**src/rtl/mem_access_stage_pkg.sv**
```systemverilog
// Shared definitions for the MEM pipeline stage.
//   SIZE_*       : mem_size encodings (11 behaves as a word access)
//   mem_state_t  : MEM stage FSM states
//   is_misaligned: alignment rule for a given size and byte offset
// Bit 0 is the MSB on every vector; offset 0 addresses bits [0:7].
package mem_access_stage_pkg;

  localparam int unsigned WORD_W = 32;

  localparam logic [0:1] SIZE_BYTE = 2'b00;
  localparam logic [0:1] SIZE_HALF = 2'b01;
  localparam logic [0:1] SIZE_WORD = 2'b10;

  typedef enum logic [2:0] {
    ST_IDLE,
    ST_RD,
    ST_RD_WAIT,
    ST_RMW_RD,
    ST_RMW_WAIT,
    ST_WR,
    ST_DONE
  } mem_state_t;

  function automatic logic is_misaligned(input logic [0:1] size, input logic [0:1] off);
    if (size == SIZE_HALF)
      return off[1];
    else if (size inside {SIZE_WORD, 2'b11})
      return off != 2'b00;
    else
      return 1'b0;
  endfunction

endpackage

```
**src/rtl/mem_access_stage_if.sv**
```systemverilog
// Single-word data port between the MEM stage (master) and mainMem (slave).
//   mem_addr     : word-aligned request address
//   mem_data_out : write data
//   mem_data_in  : read data, valid the cycle after an accepted read
//   mem_enable   : request valid
//   mem_wren     : 1 = write, 0 = read
//   mem_acc_size : access size, always single word (00)
//   mem_busy     : memory cannot accept the request this cycle
interface mem_access_stage_if #(
  parameter int unsigned ADDR_W = 32,
  parameter int unsigned DATA_W = 32
);
  logic [0:ADDR_W-1] mem_addr;
  logic [0:DATA_W-1] mem_data_out;
  logic [0:DATA_W-1] mem_data_in;
  logic              mem_enable;
  logic              mem_wren;
  logic [0:1]        mem_acc_size;
  logic              mem_busy;

  modport master (
    output mem_addr, mem_data_out, mem_enable, mem_wren, mem_acc_size,
    input  mem_data_in, mem_busy
  );

  modport slave (
    input  mem_addr, mem_data_out, mem_enable, mem_wren, mem_acc_size,
    output mem_data_in, mem_busy
  );
endinterface

```
**src/rtl/mem_access_stage_byte_lane_unit.sv**
```systemverilog
// Combinational big-endian lane logic for the MEM stage.
//   i_word     : memory word just read
//   i_store    : store data; its low byte/half is the value written
//   i_off      : byte offset within the word (0 = bits [0:7])
//   i_size     : access size code
//   i_unsigned : zero-extend (1) or sign-extend (0) sub-word loads
//   o_load     : extracted and extended load value
//   o_merged   : i_word with the addressed lane replaced by store data
module mem_access_stage_byte_lane_unit
  import mem_access_stage_pkg::*;
(
  input  logic [0:WORD_W-1] i_word,
  input  logic [0:WORD_W-1] i_store,
  input  logic [0:1]        i_off,
  input  logic [0:1]        i_size,
  input  logic              i_unsigned,
  output logic [0:WORD_W-1] o_load,
  output logic [0:WORD_W-1] o_merged
);
  logic [0:7]  w_byte;
  logic [0:15] w_half;

  always_comb begin
    w_byte = '0;
    unique case (i_off)
      2'd0:    w_byte = i_word[0:7];
      2'd1:    w_byte = i_word[8:15];
      2'd2:    w_byte = i_word[16:23];
      default: w_byte = i_word[24:31];
    endcase
    // i_off[0] is address bit 30: selects the upper or lower half
    w_half = i_off[0] ? i_word[16:31] : i_word[0:15];

    o_load   = i_word;
    o_merged = i_word;
    if (i_size == SIZE_BYTE) begin
      o_load = i_unsigned ? {24'b0, w_byte} : {{24{w_byte[0]}}, w_byte};
      unique case (i_off)
        2'd0:    o_merged[0:7]   = i_store[24:31];
        2'd1:    o_merged[8:15]  = i_store[24:31];
        2'd2:    o_merged[16:23] = i_store[24:31];
        default: o_merged[24:31] = i_store[24:31];
      endcase
    end else if (i_size == SIZE_HALF) begin
      o_load = i_unsigned ? {16'b0, w_half} : {{16{w_half[0]}}, w_half};
      if (i_off[0]) o_merged[16:31] = i_store[16:31];
      else          o_merged[0:15]  = i_store[16:31];
    end else begin
      o_merged = i_store;
    end
  end
endmodule

```
**src/rtl/mem_access_stage.sv**
```systemverilog
// MEM pipeline stage: issues single-word loads/stores to mainMem, does
// big-endian sub-word extraction and read-modify-write for sb/sh, and emits
// a one-cycle write-back pulse to the RegisterFile.
//   clock, reset         : rising-edge clock, synchronous active-high reset
//   valid_in ... rd_in   : Execute result, store data and memory control
//   stall_out            : upstream must hold while a transaction is pending
//   mem_if (master)      : data port of mainMem with busy handshake
//   wb_*                 : write-back packet, valid for one cycle
//   misalign_err         : pulses with wb_valid on a misaligned access
module mem_access_stage
  import mem_access_stage_pkg::*;
#(
  parameter int unsigned ADDR_W = 32,
  parameter int unsigned DATA_W = 32
) (
  input  logic              clock,
  input  logic              reset,
  input  logic              valid_in,
  input  logic [0:ADDR_W-1] alu_result,
  input  logic [0:DATA_W-1] rt_data,
  input  logic              mem_read,
  input  logic              mem_write,
  input  logic [0:1]        mem_size,
  input  logic              mem_unsigned,
  input  logic [0:4]        rd_in,
  input  logic              reg_write_in,
  output logic              stall_out,
  mem_access_stage_if.master mem_if,
  output logic              wb_valid,
  output logic [0:DATA_W-1] wb_data,
  output logic [0:4]        wb_rd,
  output logic              wb_reg_write,
  output logic              misalign_err
);
  mem_state_t        r_state, w_next;
  logic [0:ADDR_W-1] r_addr;
  logic [0:DATA_W-1] r_rt, r_word, r_wb;
  logic [0:1]        r_size;
  logic              r_uns, r_regw, r_mis, r_store;
  logic [0:4]        r_rd;
  logic              w_accept, w_is_mem, w_mis_in;
  logic [0:DATA_W-1] w_load, w_merged;

  assign w_accept = (r_state == ST_IDLE) && valid_in;
  assign w_is_mem = mem_read | mem_write;
  assign w_mis_in = w_is_mem && is_misaligned(mem_size, alu_result[ADDR_W-2:ADDR_W-1]);

  mem_access_stage_byte_lane_unit u_lane (
    .i_word     (mem_if.mem_data_in),
    .i_store    (r_rt),
    .i_off      (r_addr[ADDR_W-2:ADDR_W-1]),
    .i_size     (r_size),
    .i_unsigned (r_uns),
    .o_load     (w_load),
    .o_merged   (w_merged)
  );

  always_comb begin
    w_next              = r_state;
    stall_out           = 1'b0;
    mem_if.mem_enable   = 1'b0;
    mem_if.mem_wren     = 1'b0;
    mem_if.mem_addr     = '0;
    mem_if.mem_data_out = '0;
    mem_if.mem_acc_size = '0;
    wb_valid            = 1'b0;
    wb_data             = '0;
    wb_rd               = '0;
    wb_reg_write        = 1'b0;
    misalign_err        = 1'b0;
    unique case (r_state)
      ST_IDLE: begin
        if (valid_in) begin
          stall_out = w_is_mem && !w_mis_in;
          // a load wins when both mem_read and mem_write are set
          if (!w_is_mem || w_mis_in)                     w_next = ST_DONE;
          else if (mem_read)                             w_next = ST_RD;
          else if (mem_size inside {SIZE_WORD, 2'b11})   w_next = ST_WR;
          else                                           w_next = ST_RMW_RD;
        end
      end
      ST_RD, ST_RMW_RD: begin
        stall_out         = 1'b1;
        mem_if.mem_enable = 1'b1;
        mem_if.mem_addr   = {r_addr[0:ADDR_W-3], 2'b00};
        if (!mem_if.mem_busy)
          w_next = (r_state == ST_RD) ? ST_RD_WAIT : ST_RMW_WAIT;
      end
      ST_RD_WAIT: begin
        stall_out = 1'b1;
        w_next    = ST_DONE;
      end
      ST_RMW_WAIT: begin
        stall_out = 1'b1;
        w_next    = ST_WR;
      end
      ST_WR: begin
        stall_out           = 1'b1;
        mem_if.mem_enable   = 1'b1;
        mem_if.mem_wren     = 1'b1;
        mem_if.mem_addr     = {r_addr[0:ADDR_W-3], 2'b00};
        mem_if.mem_data_out = r_word;
        if (!mem_if.mem_busy) w_next = ST_DONE;
      end
      ST_DONE: begin
        wb_valid     = 1'b1;
        wb_data      = r_wb;
        wb_rd        = r_rd;
        wb_reg_write = r_regw && !r_mis && !r_store;
        misalign_err = r_mis;
        w_next       = ST_IDLE;
      end
      default: w_next = ST_IDLE;
    endcase
  end

  always_ff @(posedge clock) begin
    if (reset) begin
      r_state <= ST_IDLE;
      r_addr  <= '0;
      r_rt    <= '0;
      r_word  <= '0;
      r_wb    <= '0;
      r_size  <= '0;
      r_uns   <= 1'b0;
      r_rd    <= '0;
      r_regw  <= 1'b0;
      r_mis   <= 1'b0;
      r_store <= 1'b0;
    end else begin
      r_state <= w_next;
      if (w_accept) begin
        r_addr  <= alu_result;
        r_rt    <= rt_data;
        r_word  <= rt_data;     // sw writes rt_data unchanged
        r_wb    <= alu_result;  // non-memory result; loads overwrite it
        r_size  <= mem_size;
        r_uns   <= mem_unsigned;
        r_rd    <= rd_in;
        r_regw  <= reg_write_in;
        r_mis   <= w_mis_in;
        r_store <= mem_write & ~mem_read;
      end
      if (r_state == ST_RD_WAIT)  r_wb   <= w_load;
      if (r_state == ST_RMW_WAIT) r_word <= w_merged;
    end
  end
endmodule

```
**src/flat_wrapper.sv**
```systemverilog
// flat-port wrapper written by rule: the top's interface ports become plain ports
module mem_access_stage_flat import mem_access_stage_pkg::*;
#(
  parameter int unsigned ADDR_W = 32,
  parameter int unsigned DATA_W = 32
)
  (clock, reset, valid_in, alu_result, rt_data, mem_read, mem_write, mem_size, mem_unsigned, rd_in, reg_write_in, stall_out, wb_valid, wb_data, wb_rd, wb_reg_write, misalign_err, mem_if_mem_addr, mem_if_mem_data_out, mem_if_mem_enable, mem_if_mem_wren, mem_if_mem_acc_size, mem_if_mem_data_in, mem_if_mem_busy);
  mem_access_stage_if #(.ADDR_W(ADDR_W), .DATA_W(DATA_W)) mem_if_i ();
  input  logic clock;
  input  logic reset;
  input  logic valid_in;
  input  logic [0:ADDR_W-1] alu_result;
  input  logic [0:DATA_W-1] rt_data;
  input  logic mem_read;
  input  logic mem_write;
  input  logic [0:1] mem_size;
  input  logic mem_unsigned;
  input  logic [0:4] rd_in;
  input  logic reg_write_in;
  output logic stall_out;
  output logic wb_valid;
  output logic [0:DATA_W-1] wb_data;
  output logic [0:4] wb_rd;
  output logic wb_reg_write;
  output logic misalign_err;
  output wire logic [$bits(mem_if_i.mem_addr)-1:0] mem_if_mem_addr;
  output wire logic [$bits(mem_if_i.mem_data_out)-1:0] mem_if_mem_data_out;
  output wire logic [$bits(mem_if_i.mem_enable)-1:0] mem_if_mem_enable;
  output wire logic [$bits(mem_if_i.mem_wren)-1:0] mem_if_mem_wren;
  output wire logic [$bits(mem_if_i.mem_acc_size)-1:0] mem_if_mem_acc_size;
  input wire logic [$bits(mem_if_i.mem_data_in)-1:0] mem_if_mem_data_in;
  input wire logic [$bits(mem_if_i.mem_busy)-1:0] mem_if_mem_busy;
  assign mem_if_mem_addr = mem_if_i.mem_addr;
  assign mem_if_mem_data_out = mem_if_i.mem_data_out;
  assign mem_if_mem_enable = mem_if_i.mem_enable;
  assign mem_if_mem_wren = mem_if_i.mem_wren;
  assign mem_if_mem_acc_size = mem_if_i.mem_acc_size;
  assign mem_if_i.mem_data_in = mem_if_mem_data_in;
  assign mem_if_i.mem_busy = mem_if_mem_busy;
  mem_access_stage #(.ADDR_W(ADDR_W), .DATA_W(DATA_W)) u_core (.clock(clock), .reset(reset), .valid_in(valid_in), .alu_result(alu_result), .rt_data(rt_data), .mem_read(mem_read), .mem_write(mem_write), .mem_size(mem_size), .mem_unsigned(mem_unsigned), .rd_in(rd_in), .reg_write_in(reg_write_in), .stall_out(stall_out), .mem_if(mem_if_i), .wb_valid(wb_valid), .wb_data(wb_data), .wb_rd(wb_rd), .wb_reg_write(wb_reg_write), .misalign_err(misalign_err));
endmodule
```
**config.mk**
```make
export PLATFORM = sky130hd
export DESIGN_NAME = mem_access_stage_flat
export DESIGN_NICKNAME = d
export VERILOG_FILES = /design/src/rtl/mem_access_stage_pkg.sv /design/src/rtl/mem_access_stage_if.sv /design/src/rtl/mem_access_stage_byte_lane_unit.sv /design/src/rtl/mem_access_stage.sv /design/src/flat_wrapper.sv
export SDC_FILE = /design/constraint.sdc
export NUM_CORES = 1
export LEC_CHECK = 0
export ABC_AREA = 1
export ABC_CLOCK_PERIOD_IN_PS = 1600
export CAP_MARGIN = 20
export CORE_MARGIN = 5
export CORE_UTILIZATION = 55
export CTS_CLUSTER_DIAMETER = 40
export DETAILED_ROUTE_END_ITERATION = 16
export DONT_BUFFER_PORTS = 1
export GPL_TIMING_DRIVEN = 1
export PLACE_DENSITY = 0.73
export SYNTH_ARGS = -nofsm -noshare
export SYNTH_HDL_FRONTEND = slang
export SYNTH_SLANG_ARGS = --single-unit
```
**constraint.sdc**
```tcl
create_clock -name clock -period 1.6 [get_ports clock]
set_input_delay 0.48 -clock clock [delete_from_list [all_inputs] [get_ports clock]]
set_output_delay 0.48 -clock clock [all_outputs]
set_load 0.1 [all_outputs]
```
==> results.py, run 1 <==
metrics = {
    "logic_synthesis": {
        "synth.distinct_cells": 30,
        "netlist_instances": 1348,
        "ys_seq_area_share_pct": 35.1,
        "yosys.area.top_type_share_pct": 35.1,
        "synth_warnings": 0,
        "synth_area_sq_um": 8100,
        "synth_top_area_cell": "dfxtp_1",
        "synth.area.top_cells": "dfxtp_1, nand2_1, a21oi_1, inv_1, nor2_1",
        "synth_area_per_cell_sq_um": 6.01,
        "ys_ff_latch": 142,
    },
    "floorplanning": {
        "io_pins": 220,
        "die_w_um": 131,
        "num_rows": 44,
        "die_height_um": 131,
        "initial_core_util_pct": 55.9,
    },
    "placement": {
        "port-buffer-count": 0,
        "place_congestion": 0.956,
        "post-place-cells": 1635,
        "hpwl_um": 22700,
    },
    "sta": {
        "worst_endpoint": "mem_if_mem_data_out[28]",
        "endpoint_type": "primary output",
    },
    "clock_tree": {
        "cts_root_buf": "clkbuf_16",
        "cts.path.max_buffers": 2,
        "cts_sinks": 142,
        "htreeDepth": 4,
        "numCtsBuffers": 17,
    },
    "status": {
        "stop_stage": "global routing",
        "error": "[ERROR GRT-0232] Routing congestion too high. Check the congestion heatmap in the GUI.",
        "status": "aborted with a tool error",
    },
    "grt": {
        "grt_remaining_overflow": 239,
        "grt.total_usage_pct": 84.5,
        "antenna_found_initial": 6,
        "grt_max_degree": 119,
    },
}
==> synth_stat cells <==
cell type,count
nand2_1,415
a21oi_1,179
inv_1,177
nor2_1,155
dfxtp_1,142
o21ai_0,60
nand3_1,52
clkbuf_1,41
o211ai_1,32
buf_2,29
o21ai_1,13
buf_4,11
inv_2,6
a31oi_1,5
nand2_2,5
nand3_2,3
nor2_4,3
o22ai_1,3
buf_1,2
buf_6,2
ha_1,2
nor2_2,2
or2_2,2
a21oi_2,1
a22oi_1,1
and3_1,1
conb_1,1
inv_4,1
nor2_8,1
nor4_1,1
==> through the flow <==
step	hold WS, ps	cell area, sq um	setup slack (ps)	util, %	TNS, ps
3_3_place_gp	443	11600	-160	80.1	-12410
2_1_floorplan	440	9010	-1180	-	-86320
4_1_cts	120	13200	-633	91.0	-74230
3_5_place_dp	446	11600	-203	80.1	-19270
==> cell families after synthesis <==
kind of cell	synth area share [%]
other	0.0463
buffers and inverters	13.6
AND/OR/NAND/NOR	31.5
AO/OA/AOI/OAI	19.4
adder cells (fa/ha/maj)	0.309
flip-flops	35.1
==> repair_timing <==
action                     in CTS
hold buffers                    0
gates resized for setup       132
buffers inserted               20
setup endpoints to repair     245
pin swaps                      21
gates cloned                   13
==> metal layers <==
metal  overflow  GRT usage [%]
met1          5           83.4
met2        136           97.2
met3         11           71.1
met4         87           92.1
met5          0           32.8
==> inputs of run 2 (changes only) <==
--- a/config.mk
+++ b/config.mk
@@ -6,15 +6,14 @@
 export NUM_CORES = 1
 export LEC_CHECK = 0
 export ABC_AREA = 1
-export ABC_CLOCK_PERIOD_IN_PS = 1600
+export ABC_CLOCK_PERIOD_IN_PS = 2100
 export CAP_MARGIN = 20
 export CORE_MARGIN = 5
-export CORE_UTILIZATION = 55
-export CTS_CLUSTER_DIAMETER = 40
+export CORE_UTILIZATION = 40
 export DETAILED_ROUTE_END_ITERATION = 16
 export DONT_BUFFER_PORTS = 1
 export GPL_TIMING_DRIVEN = 1
-export PLACE_DENSITY = 0.73
+export PLACE_DENSITY_LB_ADDON = 0.15
 export SYNTH_ARGS = -nofsm -noshare
 export SYNTH_HDL_FRONTEND = slang
 export SYNTH_SLANG_ARGS = --single-unit
==> constraint.sdc (replaced) <==
create_clock -name clock -period 2.1 [get_ports clock]
set_input_delay 0.63 -clock clock [delete_from_list [all_inputs] [get_ports clock]]
set_output_delay 0.63 -clock clock [all_outputs]
set_load 0.1 [all_outputs]
==> run 2 against run 1 <==
Net effect: the flow now finishes, with violations (setup timing); synthesized area unchanged; synthesized cell count unchanged.
==> results.py, run 2 <==
metrics = {
    "status": {
        "status": "finished with violations",
        "violations": "setup timing",
    },
    "worst_setup_path": {
        "critPathKind": "reg2out",
        "r2r_end": "u_core.r_wb[17]",
        "critPathArrivalTime_ps": 1710,
        "cpPeakStageDelay_ps": 370,
        "cp_cell_sequence": "buf_4, a21oi_4, inv_6, buf_16, nor2_4, buf_12",
        "rrSetupSlack_ps": 160,
        "required_ps": 1470,
        "critPathBufInv": 4,
        "worstSetupStartpointType": "flop",
        "ff2ff_path_depth": 8,
        "cpMaxStageDelayCell": "dfxtp_4",
        "reg2reg_from": "u_core.r_addr[30]",
        "cp_top_family": "buffers and inverters",
        "endpoint_kind": "primary output",
        "path_max_fanout": 6,
    },
    "logic_synthesis": {
        "ys_seq_area_share_pct": 35.1,
        "netlist_instances": 1348,
        "synth_edf_count": 0,
        "yosys.area.top_type_share_pct": 35.1,
        "ys.flop_type": "dfxtp_1",
        "synthArstFlopShare_pct": 0,
        "synth.most_common_cell": "nand2_1",
        "synth_warnings": 0,
        "synth_area_sq_um": 8100,
        "synth.area.top_cells": "dfxtp_1, nand2_1, a21oi_1, inv_1, nor2_1",
        "synth_top_area_cell": "dfxtp_1",
        "synth.distinct_cells": 30,
        "ys_ff_latch": 142,
        "synth_commonest_cells": "nand2_1, a21oi_1, inv_1, nor2_1, dfxtp_1",
        "synth_area_per_cell_sq_um": 6.01,
    },
    "placement": {
        "hpwl_um": 21800,
        "port-buffer-count": 0,
        "post-place-ws_ps": -105,
        "place_congestion": 0.934,
    },
    "cells_and_area": {
        "drive_gt1_share_pct": 22.5,
        "final_cell_mix": "nand2_1, a21oi_1, inv_1",
        "layout.nets": 1552,
        "syn_to_final_growth_pct": 50.0,
        "antennaDiodeCount": 0,
        "final_common_cell": "nand2_1",
    },
    "clock_tree": {
        "cts.path.max_buffers": 2,
        "cts_sinks": 142,
        "clock_latency_ps": 420,
        "numCtsBuffers": 17,
        "cts_tree": "yes",
        "cts_root_buf": "clkbuf_16",
        "htreeDepth": 4,
        "clk_pin_slew_ps": 60,
    },
    "detailed_routing": {
        "wl_per_cell_um": 16.7,
        "ant_nets": 0,
        "drt_wl_total_um": 28800,
        "drcViolationCount": 0,
        "avgViaCountPerCell": 5.06,
        "drtIter0Drc": 479,
        "drt_first_pass_iters": 5,
        "vias": 8720,
    },
    "floorplanning": {
        "die_w_um": 152,
        "coreArea_sq_um": 20100,
        "num_rows": 52,
        "die_height_um": 152,
        "initial_core_util_pct": 40.3,
        "die-area_sq_um": 23200,
        "io_pins": 220,
    },
    "grt": {
        "grt_pass1_vias": 8425,
        "grt_max_degree": 119,
        "grt_first_pass_wirelength_um": 46000,
        "antenna_found_initial": 0,
        "grt_remaining_overflow": 0,
        "grt.total_usage_pct": 24.3,
    },
    "sta": {
        "slew_headroom_pct": 65.1,
        "fmax_ghz": 0.428,
        "worstMarginPinSlew_ps": 523,
        "finalMaxSlewViolations": 0,
        "final.min_clock_period_ps": 2340,
        "timing.hold.ws_ps": 264,
        "setup_ws_ps": -239,
        "post-route-period-util_pct": 111,
        "fin_skew_ps": 6.66,
        "finalSetupViolations": 102,
        "rsz0062_at_grt": "true",
        "hold_violations": 0,
    },
    "worst_hold_path": {
        "min_path_cells": 1,
        "hold_class": "in2reg",
        "hp-start": "reset",
        "worstHoldEndpoint": "u_core.r_state[2]",
    },
    "power": {
        "ir_drop_mv": 0.646,
        "power_density_nw_per_um2": 1240,
        "leakagePower_nw": 4.88,
    },
    "flow_run": {
        "cap_violations": 0,
    },
}
## run 2: cell counts after synthesis
No cell type changed its count.
## run 2: what timing repair did
item / 4_1_cts / 5_1_grt
setup buffers: 9 / 1
cloned: 3 / 2
endpoints found under the setup margin: 104 / 129
hold buffers: 0 / 0
gates resized for setup: 23 / 8
pin swaps: 7 / 2
## run 2: report_power, final
part | internal, mW | switching, mW | leakage [nW]
registers | 3.64 | 0.565 | 1.17
clock network | 1.78 | 1.22 | 0.286
logic | 2.57 | 5.27 | 3.42
total | 7.98 | 7.05 | 4.88
## run 2: worst max path at each step
stage	startpoint	endpoint	slack, ps	cells after the start
after floorplan	u_core.r_state[1]	wb_reg_write	-830	5
after global placement	mem_size[0]	stall_out	-60	4
after detailed placement	mem_size[0]	stall_out	-100	4
after CTS	u_core.r_state[1]	mem_if_mem_addr[15]	-250	6
after global routing	u_core.r_state[0]	stall_out	-300	6
final	u_core.r_state[1]	mem_if_mem_addr[15]	-240	6
## run 2: worst reg2reg max path, delay by kind of cell, from the launching register on
| kind | cells | cell delay [ps] |
|---|---|---|
| compound gates | 2 | 330 |
| buf+inv | 2 | 280 |
| flops | 1 | 400 |
| simple gates | 4 | 850 |
## run 2: routing by layer
layer | wire [um] | track usage [%]
met2 | 13300 | 38.8
met1 | 12900 | 32.5
met4 | 582 | 6.85
met3 | 2030 | 6.33
met5 | 0 | 0
## run 2: layout make-up
cell class	count	area, sq um
fillers	1830	7960
multi-input cells	940	4970
clock inverters	14	140
well taps	270	338
flip-flops and latches	142	2860
clock buffers	18	439
repair buffers	154	2700
inverters	184	708
## run 2: cell families after synthesis
family                   after synthesis  share of synthesized area, %
adder cells (fa/ha/maj)                2                         0.309
buffers and inverters                269                          13.6
other                                  1                        0.0463
AO/OA/AOI/OAI                        294                          19.4
flip-flops                           142                          35.1
AND/OR/NAND/NOR                      640                          31.5
## run 2: metrics by stage
step / power, mW / setup TNS, ps / utilization, % / area, sq um / std cells
after global placement: 11.6 / -56.8 / 56.0 / 11300 / 1675
after detailed placement: 11.7 / -105 / 56.0 / 11300 / 1675
after CTS: 15.0 / -20910 / 60.0 / 12100 / 1719
after floorplan: 9.91 / -50250 / - / 9020 / 1351
after global routing: 16.1 / -25510 / 60.4 / 12100 / 1722
final: 15.0 / -18900 / 60.4 / 12100 / 1722
Power figures use the tool's default switching activity.
